$ cat config.mk
export PLATFORM = sky130hd
export DESIGN_NAME = piradip_ram_arbiter
export DESIGN_NICKNAME = d
export VERILOG_FILES = /design/src/rtl/piradip_ram_arb_pkg.sv /design/src/rtl/piradip_rr_select.sv /design/src/rtl/piradip_ram_arbiter.sv
export SDC_FILE = /design/constraint.sdc
export NUM_CORES = 1
export LEC_CHECK = 0
export ABC_AREA = 1
export BUFFER_PORTS_ARGS = -buffer_cell sky130_fd_sc_hd__buf_2
export CORE_AREA = 3 3 114 116
export CTS_BUF_LIST = sky130_fd_sc_hd__clkbuf_8
export CTS_CLUSTER_DIAMETER = 60
export CTS_CLUSTER_SIZE = 28
export DETAILED_ROUTE_END_ITERATION = 10
export DIE_AREA = 0 0 117 119
export PLACE_DENSITY = 0.64
export SYNTH_ARGS = -nofsm -noshare
export SYNTH_HDL_FRONTEND = slang
export SYNTH_SLANG_ARGS = --single-unit
$ cat constraint.sdc
create_clock -name clk -period 4 [get_ports clk]
set_input_delay 0.8 -clock clk [delete_from_list [all_inputs] [get_ports clk]]
set_output_delay 0.8 -clock clk [all_outputs]
set_load 0.05 [all_outputs]
$ cat src/rtl/piradip_ram_arb_pkg.sv
// Shared types and helpers for the piradip RAM arbiter family.
package piradip_ram_arb_pkg;

  // Widest client id carried in the read-return pipeline (up to 16 clients).
  localparam int unsigned MAX_ID_W = 4;

  typedef enum logic {
    ARB    = 1'b0,
    LOCKED = 1'b1
  } arb_state_t;

  // Bits needed to index n clients; never less than one.
  function automatic int unsigned id_width(input int unsigned n);
    return (n < 2) ? 1 : 32'($clog2(n));
  endfunction

  // One stage of the read-return pipeline.
  typedef struct packed {
    logic                valid;
    logic [MAX_ID_W-1:0] id;
  } pipe_entry_t;

endpackage

$ cat src/rtl/piradip_rr_select.sv
// Round-robin selector: first set request at or after ptr, wrapping at N-1.
module piradip_rr_select #(
  parameter int unsigned N   = 4,
  parameter int unsigned IDW = 2
) (
  input  logic [N-1:0]   req,
  input  logic [IDW-1:0] ptr,
  output logic [N-1:0]   grant,
  output logic [IDW-1:0] idx,
  output logic           any
);

  localparam int unsigned CW = IDW + 1;

  logic [CW-1:0] cand;
  logic          found;

  // Scan candidates ptr, ptr+1, ... modulo N; keep the first hit.
  always_comb begin
    grant = '0;
    idx   = '0;
    found = 1'b0;
    cand  = '0;
    for (int k = 0; k < int'(N); k++) begin
      cand = CW'(ptr) + CW'(k);
      if (cand >= CW'(N)) cand = cand - CW'(N);
      if (!found && req[cand[IDW-1:0]]) begin
        found = 1'b1;
        idx   = cand[IDW-1:0];
      end
    end
    if (found) grant[idx] = 1'b1;
    any = found;
  end

endmodule

$ cat src/rtl/piradip_ram_arbiter.sv
// Round-robin arbiter sharing one RAM port among NUM_CLIENTS requesters,
// with read data routed back after READ_LATENCY cycles.
// Optional bus locking is enabled by defining PIRADIP_RAM_ARB_LOCK_EN.
module piradip_ram_arbiter
  import piradip_ram_arb_pkg::*;
#(
  parameter int unsigned NUM_CLIENTS  = 4,
  parameter int unsigned DATA_WIDTH   = 32,
  parameter int unsigned ADDR_WIDTH   = 10,
  parameter int unsigned READ_LATENCY = 1
) (
  input  logic                             clk,
  input  logic                             rstn,
  input  logic [NUM_CLIENTS-1:0]           req_valid,
  output logic [NUM_CLIENTS-1:0]           req_ready,
  input  logic [NUM_CLIENTS-1:0]           req_we,
`ifdef PIRADIP_RAM_ARB_LOCK_EN
  input  logic [NUM_CLIENTS-1:0]           req_lock,
`endif
  input  logic [NUM_CLIENTS*ADDR_WIDTH-1:0] req_addr,
  input  logic [NUM_CLIENTS*DATA_WIDTH-1:0] req_wdata,
  output logic [NUM_CLIENTS-1:0]           rsp_valid,
  output logic [DATA_WIDTH-1:0]            rsp_rdata,
  output logic                             ram_en,
  output logic                             ram_we,
  output logic [ADDR_WIDTH-1:0]            ram_addr,
  output logic [DATA_WIDTH-1:0]            ram_wdata,
  input  logic [DATA_WIDTH-1:0]            ram_rdata
);

  localparam int unsigned IDW = id_width(NUM_CLIENTS);

  arb_state_t           state_q, state_d;
  logic [IDW-1:0]       rr_ptr_q, rr_ptr_d, sel_ptr;
  logic [NUM_CLIENTS-1:0] eligible, grant;
  logic [IDW-1:0]       grant_idx;
  logic                 grant_any;
  pipe_entry_t          pipe_q [READ_LATENCY];

  function automatic logic [IDW-1:0] ptr_inc(input logic [IDW-1:0] p);
    return (p == IDW'(NUM_CLIENTS - 1)) ? '0 : p + IDW'(1);
  endfunction

`ifdef PIRADIP_RAM_ARB_LOCK_EN
  logic [IDW-1:0] owner_q, owner_d;

  // While locked only the owner may compete.
  always_comb begin
    eligible = req_valid;
    sel_ptr  = rr_ptr_q;
    if (state_q == LOCKED) begin
      eligible = req_valid & (NUM_CLIENTS'(1) << owner_q);
      sel_ptr  = owner_q;
    end
  end
`else
  assign eligible = req_valid;
  assign sel_ptr  = rr_ptr_q;
`endif

  piradip_rr_select #(
    .N   (NUM_CLIENTS),
    .IDW (IDW)
  ) u_sel (
    .req   (eligible),
    .ptr   (sel_ptr),
    .grant (grant),
    .idx   (grant_idx),
    .any   (grant_any)
  );

  assign req_ready = grant;
  assign ram_en    = grant_any;
  assign rsp_rdata = ram_rdata;

  // Steer the winner's command onto the RAM port; zero when idle.
  always_comb begin
    ram_we    = 1'b0;
    ram_addr  = '0;
    ram_wdata = '0;
    if (grant_any) begin
      ram_we    = req_we[grant_idx];
      ram_addr  = req_addr[int'(grant_idx)*ADDR_WIDTH +: ADDR_WIDTH];
      ram_wdata = req_wdata[int'(grant_idx)*DATA_WIDTH +: DATA_WIDTH];
    end
  end

  // Next state and round-robin pointer.
  always_comb begin
    state_d  = state_q;
    rr_ptr_d = rr_ptr_q;
`ifdef PIRADIP_RAM_ARB_LOCK_EN
    owner_d  = owner_q;
`endif
    case (state_q)
      ARB: begin
        if (grant_any) begin
          rr_ptr_d = ptr_inc(grant_idx);
`ifdef PIRADIP_RAM_ARB_LOCK_EN
          if (req_lock[grant_idx]) begin
            state_d = LOCKED;
            owner_d = grant_idx;
          end
`endif
        end
      end
      LOCKED: begin
`ifdef PIRADIP_RAM_ARB_LOCK_EN
        if (grant_any && !req_lock[owner_q]) begin
          state_d  = ARB;
          rr_ptr_d = ptr_inc(owner_q);
        end
`else
        state_d = ARB;
`endif
      end
      default: state_d = ARB;
    endcase
  end

  // State, pointer and lock owner registers.
  always_ff @(posedge clk or negedge rstn) begin
    if (!rstn) begin
      state_q  <= ARB;
      rr_ptr_q <= '0;
`ifdef PIRADIP_RAM_ARB_LOCK_EN
      owner_q  <= '0;
`endif
    end else begin
      state_q  <= state_d;
      rr_ptr_q <= rr_ptr_d;
`ifdef PIRADIP_RAM_ARB_LOCK_EN
      owner_q  <= owner_d;
`endif
    end
  end

  // Read-return pipeline: tags each accepted read with its requester.
  always_ff @(posedge clk or negedge rstn) begin
    if (!rstn) begin
      for (int k = 0; k < int'(READ_LATENCY); k++) pipe_q[k] <= '0;
    end else begin
      pipe_q[0] <= '{valid: grant_any & ~ram_we, id: MAX_ID_W'(grant_idx)};
      for (int k = 1; k < int'(READ_LATENCY); k++) pipe_q[k] <= pipe_q[k-1];
    end
  end

  // Decode the pipeline tail into the per-client response strobe.
  always_comb begin
    rsp_valid = '0;
    for (int i = 0; i < int'(NUM_CLIENTS); i++) begin
      rsp_valid[i] = pipe_q[READ_LATENCY-1].valid &&
                     (pipe_q[READ_LATENCY-1].id == MAX_ID_W'(i));
    end
  end

endmodule

# After elaboration in Yosys (flattened, before gate mapping)
# Index checks and enable logic that the tools add are counted.
# classes
n_addsub,8
multipliers,1
div_mod_pow,0
magnitude_cmp,10
eq_ne,4
shifts,2
mux,29
bitwise_logic,2
n_reduce_logical,12
# ops
cell,count
128-bit by 8-bit variable part select with 32-bit output,1
40-bit by 7-bit variable part select with 10-bit output,1
32-bit two-way mux,1
2-bit two-way mux,9
2-bit by 3-bit less-than comparator with 1-bit output (second input constant),5
1-bit two-way mux,11
1-bit binary-select mux with 2-bit select,5
10-bit two-way mux,1
3-bit greater-or-equal comparator (second input constant),3
1-bit logical AND,8
2-bit by 1-bit subtractor with 2-bit output (second input constant),4
2-bit by 2-bit adder with 3-bit output (second input constant),2
2-bit equality test (second input constant),3
2-bit by 3-bit multiplier with 5-bit output (second input constant),1
4-bit logical NOT,1
4-bit two-way mux,1
2-bit by 1-bit adder with 3-bit output (second input constant),1
2-bit by 3-bit greater-or-equal comparator with 1-bit output (second input constant),1
1-bit logical NOT,3
2-bit by 1-bit adder with 2-bit output (second input constant),1
1-bit demux with 2-bit select,1
2-bit by 1-bit equality test with 1-bit output (second input constant),1
2-bit by 1-bit greater-or-equal comparator with 1-bit output (second input constant),1
1-bit AND,1
1-bit NOT,1
# word_totals
register_bits,5
latch_bits,0
ram_bits,0
mem_bits_ro,0
in_bits,210
output_inout_bits,84
elab_cells,71
mem_count,0

# Depth between registers and ports, before layout
# Gate-level depths: netlist of run 1.
# logic_depth
word_depth,19
ltp_mapped,14
ltp_nobuf,14

# Hierarchy
# From an unflattened synthesis of run 1, not the netlist that was laid out.
# unflattened
cells_unflattened,627
area_unflattened_um2,2946.6
# modules_own_cells
mod,instances,cells_per_inst,area_per_inst_um2,seq_area_each_um2
piradip_ram_arbiter,1,557,2560.0,125.1
piradip_rr_select,1,70,386.6,0.0

# Worst setup path before layout of run 1
# OpenSTA, ideal clock, no wires.
# synth_timing
kind,input port to output port
startpoint,input port req_valid[3]
endpoint,output port ram_addr[3]
t_arrival_ps,2618
required_time_ps,3200
slack_ps,582
cell_stages,12
n_path_buf,2
path_cell_list,inv_1 -> nand2_1 -> nand3_1 -> nand2_2 -> nor2_1 -> nor2_2 -> nand2_4 -> buf_4 -> buf_4 -> nand3_1 -> nand3_1 -> a21oi_1
# synth_via
elab_chain_cells,15
elab_cells_between_ends,25
classes_between,mul: 1; shift: 1; mux: 17; reduce/logical: 6
# synth_lines
item,line_no,source
from (decl),piradip_ram_arbiter.sv:14,"input logic [NUM_CLIENTS-1:0] req_valid,"
1-bit binary-select mux with 2-bit select,piradip_rr_select.sv:27,if (!found && req[cand[IDW-1:0]]) begin
1-bit two-way mux (implied by the code),piradip_rr_select.sv:27,
1-bit two-way mux,piradip_rr_select.sv:27,
1-bit logical NOT,piradip_rr_select.sv:27,
1-bit logical AND,piradip_rr_select.sv:27,
1-bit two-way mux,piradip_rr_select.sv:27,
1-bit logical NOT,piradip_rr_select.sv:27,
1-bit logical AND,piradip_rr_select.sv:27,
1-bit two-way mux,piradip_rr_select.sv:27,
1-bit logical NOT,piradip_rr_select.sv:27,
1-bit logical AND,piradip_rr_select.sv:27,
2-bit two-way mux,piradip_rr_select.sv:27,
2-bit by 3-bit multiplier with 5-bit output,piradip_ram_arbiter.sv:83,ram_addr = req_addr[int'(grant_idx)*ADDR_WIDTH +: ADDR_WIDTH];
40-bit by 7-bit variable part select with 10-bit output,piradip_ram_arbiter.sv:83,
10-bit two-way mux *,piradip_ram_arbiter.sv:81,if (grant_any) begin
to (decl),piradip_ram_arbiter.sv:26,"output logic [ADDR_WIDTH-1:0] ram_addr,"
# Every way passes the cells marked *; elsewhere a longest branch is shown, timed or not. The select of a mux whose other input is x is not followed.

# Worst setup path in the final report of run 1
# layout_timing
startpoint,register rr_ptr_q[0]
endpoint,output port ram_addr[0]
# layout_via
elab_chain_cells,17
elab_cells_between_ends,40
classes_between,add/sub: 7; mul: 1; order compare: 4; shift: 1; mux: 21; reduce/logical: 6
# layout_lines
item,line_no,source
from (decl),piradip_ram_arbiter.sv:34,"logic [IDW-1:0] rr_ptr_q, rr_ptr_d, sel_ptr;"
from (signal assigned),piradip_ram_arbiter.sv:131,rr_ptr_q <= rr_ptr_d;
"parallel branches: the longest is 16 deep, another holds 2-bit by 1-bit adder with 3-bit output",-,
10-bit two-way mux *,piradip_ram_arbiter.sv:81,
# Mark *: on every way between the ends. The select of a mux whose other input is x is not followed.

==> results of run 1 <==
## worst paths after layout
check,to
max reg2reg,rr_ptr_q[1]
max,ram_addr[0]
max in group asynchronous,pipe_q[4]
min,rr_ptr_q[1]
min in group clk,rr_ptr_q[1]
min reg2reg,rr_ptr_q[1]
## cells by family (layout without fill, tap and decap cells)
| family | count (synthesis) | count (layout) |
|---|---|---|
| buf+inv | 175 | 344 |
| fa+ha+maj | 1 | 1 |
| compound gates | 47 | 47 |
| flops | 5 | 5 |
| simple gates | 363 | 363 |
## placed cells by master (no fill, tap or decap), types with 3 or more instances in the layout
cell type	instances
buf_2	229
nand2_1	209
nand3_1	135
inv_1	100
a21oi_1	43
buf_4	6
dfrtp_1	5
nor2_1	4
nor3_1	4
nand2_4	3
clkbuf_8	3
buf_12	3
## per-stage QoR
stage,util (%),cell area [um^2]
after floorplan,-,2810
after global routing,31.98,3841
after CTS,31.95,3837
after detailed placement,31.57,3792
after global placement,31.57,3792
final,31.98,3841
## critical path: stages, from the launching register on
cell     delay, ps
dfrtp_1        600
inv_2          170
nand2_1         90
nand2_1         90
nand2_1        100
nand2_1         80
nor2_4         120
nand4_1        140
nand3_2        120
buf_4          480
nand3_1        130
a21oi_1        240
buf_2          300
## flip-flops by register name, summed over array words and instances (netlist names)
name	flops
rr_ptr_q	2
pipe_q	3
## routing by layer
layer  vias to the layer above  share of wire (%)  track usage, %
met4                         0                1.7           3.082
li1                       2128                  -               -
met3                        20                9.9           2.490
met5                         -                  0               0
met1                      1699                 41           17.59
met2                       221                 48           25.64
## area by class of cell
cell class	count	area [um^2]
Inverter	102	386.6
Tap cell	147	183.9
Timing Repair Buffer	238	1251
Multi-Input combinational cell	411	1849
Sequential cell	5	125.1
Clock buffer	3	41.29
Fill cell	1372	8170
Clock inverter	1	3.754
==> results.txt, run 1 <==
Crit start category - flip-flop
Overall routing resource usage - 14.31%
Chip width - 117 um
Synth top area share - 27.92%
First-pass GRT wire length - 16.63 mm
Yosys top cell by area - nand2_1
TritonCTS clock tree - yes
IO Port Bufs - 229
DR iter-0 viols - 216
Number of synthesized flops with an enable pin - 0
Mux cell area share after synthesis - 0%
Syn Inst Count - 591
Initial antenna violation count - 0
Hold Slack - 388.0 ps
Layout cells sized above 1 - 33.55%
DR vias/cell - 4.485
Congestion Overflow GR - 0
Max Fclk - 270.4 MHz
IO Count - 294
Period minus WS final - 3699 ps
Mapped Nets - 802
DIE HEIGHT - 119 um
Top_reg_cell synth - dfrtp_1
Crit path launch - rr_ptr_q[0]
Fin crit share - 92.46%
Kind of critical path - reg2out
Dpl hpwl - 8.419 mm
Clock root buffer - clkbuf_8
Resized Gates After CTS - 0
H-tree level count - 1
Seq/Total Area, Yosys - 4.452%
Synthesis-to-layout area growth - 36.69%
Total die area - 13920 um^2
Final Setup Violations - 0
Final GP Congestion - 0.8159
Core Rows - 40
Nets - 972
DP Cell Count - 903
Crit Path Max Fanout - 47
Detail Route Antenna Nets - 0
Pre-antenna DRT Iters - 4
XOR/XNOR Fraction of Synth Area - 0%
R2r setup slk - 1420 ps
Compound-Gate Fraction of Synth Area - 8.549%
Cell Area, Synth - 2810 um^2
Wire per inst - 12.27 um
Post-Syn Area per Cell - 4.755 um^2
Worst flop-to-flop path startpoint - rr_ptr_q[0]
DP Worst Slack - 241.2 ps
Reg2reg path depth - 12
Post-Layout Cell Count - 907
Post-Synth Adder-Cell Area - 0.4452%
Clock Latency Late Sink - 220 ps
Fin Clk Skew - 0.7708 ps
Status - complete, no violations
Clock Path Buffers - 2
Crit end category - primary output
Initial Util - 23.40%
Largest net degree at the start of global routing - 92
Most common cell in the netlist - nand2_1
Slew margin rel. - 61.73%
Synth cell types - 25
Setup ws final - 301.5 ps
RSZ-0062 raised after global routing - no
Required time of the critical path - 3200 ps
Number of max-cap violations - 0
Synth top cells by count - nand2_1, nand3_1, inv_1
CP arrival - 2900 ps
Diode count - 0
Fin Setup TNS - 0 ps
Hold-fix buffers at CTS - 0
Final Hold Fails - 0
Number of buffers created by CTS - 3
Yosys warns - 0
Core box area - 12010 um^2
Clk sinks - 5
Setup bufs post-CTS - 0
Max Slew Vio Count - 0
Total number of vias - 4068
Worst Hold Class - in2async
Top cells by area, synth - nand2_1, nand3_1, inv_1, buf_4, a21oi_1
Synth Area in Simple Gates - 56.46%
Total routed wirelength - 11.13 mm
Worst slew pin tran - 574.1 ps
Drt drc - 0
Main combinational cell family by area after synthesis - simple AND/OR/NAND/NOR gates
Asr flop ratio synth - 100.0%
Vias in the first global route - 3606
Clk slew on worst S/H paths - 30 ps
Seq cells post-synth - 5
Power of run 1 is not shown: default switching activity piles up to over one toggle a cycle in this logic, so the estimate is an artifact.
==> run 2: changes to the inputs <==
- ABC_AREA: 1 -> 0
- CAP_MARGIN: default -> 20
- MAX_ROUTING_LAYER: default -> met4
- PLACE_DENSITY: 0.64 -> 0.56
==> results.txt, run 2 <==
Number of max-cap violations - 0 (unchanged)
Asr flop ratio synth - 100.0% (unchanged)
Yosys top cell by area - mux2i_1
Clock Latency Late Sink - 220 ps (about the same)
Resized Gates After CTS - 0 (unchanged)
Layout cells sized above 1 - 59.90% (+26 points)
Top cells by area, synth - mux2i_1, o22ai_1, buf_4, dfrtp_1, buf_12
IO Port Bufs - 229 (unchanged)
H-tree level count - 1 (unchanged)
Total routed wirelength - 8.060 mm (-28%)
Most common cell in the netlist - mux2i_1
Post-Layout Cell Count - 556 (-39%)
DP Cell Count - 552 (-39%)
Hold Slack - 386.2 ps (-1.829 ps)
Total die area - 13920 um^2 (unchanged)
Yosys warns - 0 (unchanged)
Maximum vdd ir drop - 0.0002977 V
DIE HEIGHT - 119 um (unchanged)
Crit end category - primary output
DR iter-0 viols - 59 (-73%)
Clk slew on worst S/H paths - 30 ps (about the same)
Status - complete, no violations
Register Area - 125.1 um^2 (unchanged)
Utilization after layout - 24.73% (-7.3 points)
Final GP Congestion - 0.8201 (+0.51%)
DP Worst Slack - 542.8 ps (+301.7 ps)
Max reg flops - 3 (unchanged)
DR vias/cell - 4.387 (-2.2%)
Pwr dens - 754.1 nW/um^2
Total number of vias - 2439 (-40%)
Final Hold Fails - 0 (unchanged)
Congestion Overflow GR - 0 (unchanged)
Pint - 0.7639 mW
P_sw - 1.476 mW
First-pass GRT wire length - 11.47 mm (-31%)
Synth top cells by count - mux2i_1, o22ai_1, buf_4
TritonCTS clock tree - yes
Number of buffers created by CTS - 3 (unchanged)
Overall routing resource usage - 10.23% (-4.1 points)
Hold-fix buffers at CTS - 0 (unchanged)
Worst slew pin tran - 795.8 ps (+221.7 ps)
Crit Path Max Fanout - 44 (-6.4%)
Top flop regs - pipe_q: 3 flops, rr_ptr_q: 2 flops
Seq cells post-synth - 5 (unchanged)
Most frequent cells in the layout - buf_2, mux2i_1, o22ai_1
Top reg by flops - pipe_q
Commonest non-fill, non-tap cell in the layout - buf_2
Slew margin rel. - 46.46% (-15 points)
Synthesis-to-layout area growth - 56.80%
Power share of the clock group - 4.0%
Crit start category - primary input
RSZ-0062 raised after global routing - no
Top_reg_cell synth - dfrtp_1
Diode count - 0 (unchanged)
Final Setup Violations - 0 (unchanged)
Clock Path Buffers - 2 (unchanged)
Kind of critical path - in2out
Comb pwr share - 91.1%
Initial antenna violation count - 0 (unchanged)
Multi-input gate area in the final layout - 1374 um^2 (-26%)
Wire per inst - 14.50 um (+18%)
Cell Area, Synth - 1894 um^2 (-33%)
R2r setup slk - 1990 ps (+570 ps)
Fin Clk Skew - 2.361 ps (+1.591 ps)
Max Slew Vio Count - 0 (unchanged)
Clock root buffer - clkbuf_8
Initial Util - 15.77% (-7.6 points)
CP arrival - 2660 ps (-240 ps)
Post-route design area - 2970 um^2 (-23%)
Dpl hpwl - 7.057 mm (-16%)
Fin Setup TNS - 0 ps (unchanged)
Clk sinks - 5 (unchanged)
Synth top area share - 44.39% (+16 points)
Period minus WS final - 3459 ps (-239.2 ps)
Setup ws final - 540.6 ps (+239.2 ps)
Worst Hold Class - in2async
Vias in the first global route - 2335 (-35%)
Core Rows - 40 (unchanged)
Core box area - 12010 um^2 (unchanged)
Setup bufs post-CTS - 0 (unchanged)
Fin crit share - 86.48% (-6.0 points)
Pwr Total - 2.240 mW
Chip width - 117 um (unchanged)
Post-Syn Area per Cell - 8.533 um^2 (+79%)
Largest net degree at the start of global routing - 45 (-51%)
Number of synthesized flops with an enable pin - 0 (unchanged)
Required time of the critical path - 3200 ps (about the same)
Max Fclk - 289.1 MHz (+6.9%)
Syn Inst Count - 222 (-62%)
IO Count - 294 (unchanged)
Fillers - 1319 (-3.9%)
Placed standard-cell area - 2925 um^2 (-23%)
Drt drc - 0 (unchanged)
Flop pwr share - 4.9%
Seq/Total Area, Yosys - 6.605% (+2.2 points)
Leakage - 1.779 nW
Nets - 621 (-36%)
Pre-antenna DRT Iters - 4 (unchanged)
Mapped Nets - 433 (-46%)
Sw frac - 65.90%
Synth cell types - 29 (+16%)
Detail Route Antenna Nets - 0 (unchanged)
==> run 2: worst paths after layout <==
path	start	to	cells past startpoint
min reg2reg	rr_ptr_q[0]	rr_ptr_q[0]	2
max	req_valid[1]	ram_wdata[10]	7
min	rstn	rr_ptr_q[1]	1
max in group asynchronous	rstn	pipe_q[1]	1
max reg2reg	rr_ptr_q[1]	rr_ptr_q[1]	5
min in group clk	rr_ptr_q[0]	rr_ptr_q[0]	2
==> run 2: power by group through the flow <==
stage | clock network, mW | logic [mW] | registers (mW)
2_1_floorplan | 0 | 1.75 | 0.0890
3_3_place_gp | 0 | 2.02 | 0.105
3_5_place_dp | 0 | 2.05 | 0.108
4_1_cts | 0.0925 | 2.06 | 0.108
5_1_grt | 0.0968 | 2.14 | 0.116
6_report | 0.0893 | 2.04 | 0.110
==> run 2: worst max-delay path: stages <==
cell and delay, ps:
buf_2 160, mux2_4 290, o221ai_4 420, buf_12 330, mux2i_1 120, o22ai_1 190, buf_2 300
==> run 2: layout make-up <==
cell class / instances / share of cell area, %
tap: 147 / 6.192
clock inverter: 1 / 0.1264
clock buffer: 3 / 1.390
timing repair buffer: 235 / 40.94
multi-input combinational: 158 / 46.25
inverter: 7 / 0.8846
sequential: 5 / 4.212
==> run 2: kinds of logic after synthesis <==
family,count (synthesis),share of synthesized area [%]
simple gates,15,4.228
compound gates,54,18.63
flops,5,6.605
mux,88,46.96
fa+ha+maj,1,0.6604
buf+inv,59,22.92
==> run 2: per-layer routing <==
| metal | global-route usage [%] | routed length [um] |
|---|---|---|
| met4 | 1.290 | 36 |
| met2 | 19.49 | 4237 |
| met1 | 10.98 | 2977 |
| met5 | - | 0 |
| met3 | 2.083 | 808 |
Power figures use the tool's default switching activity.
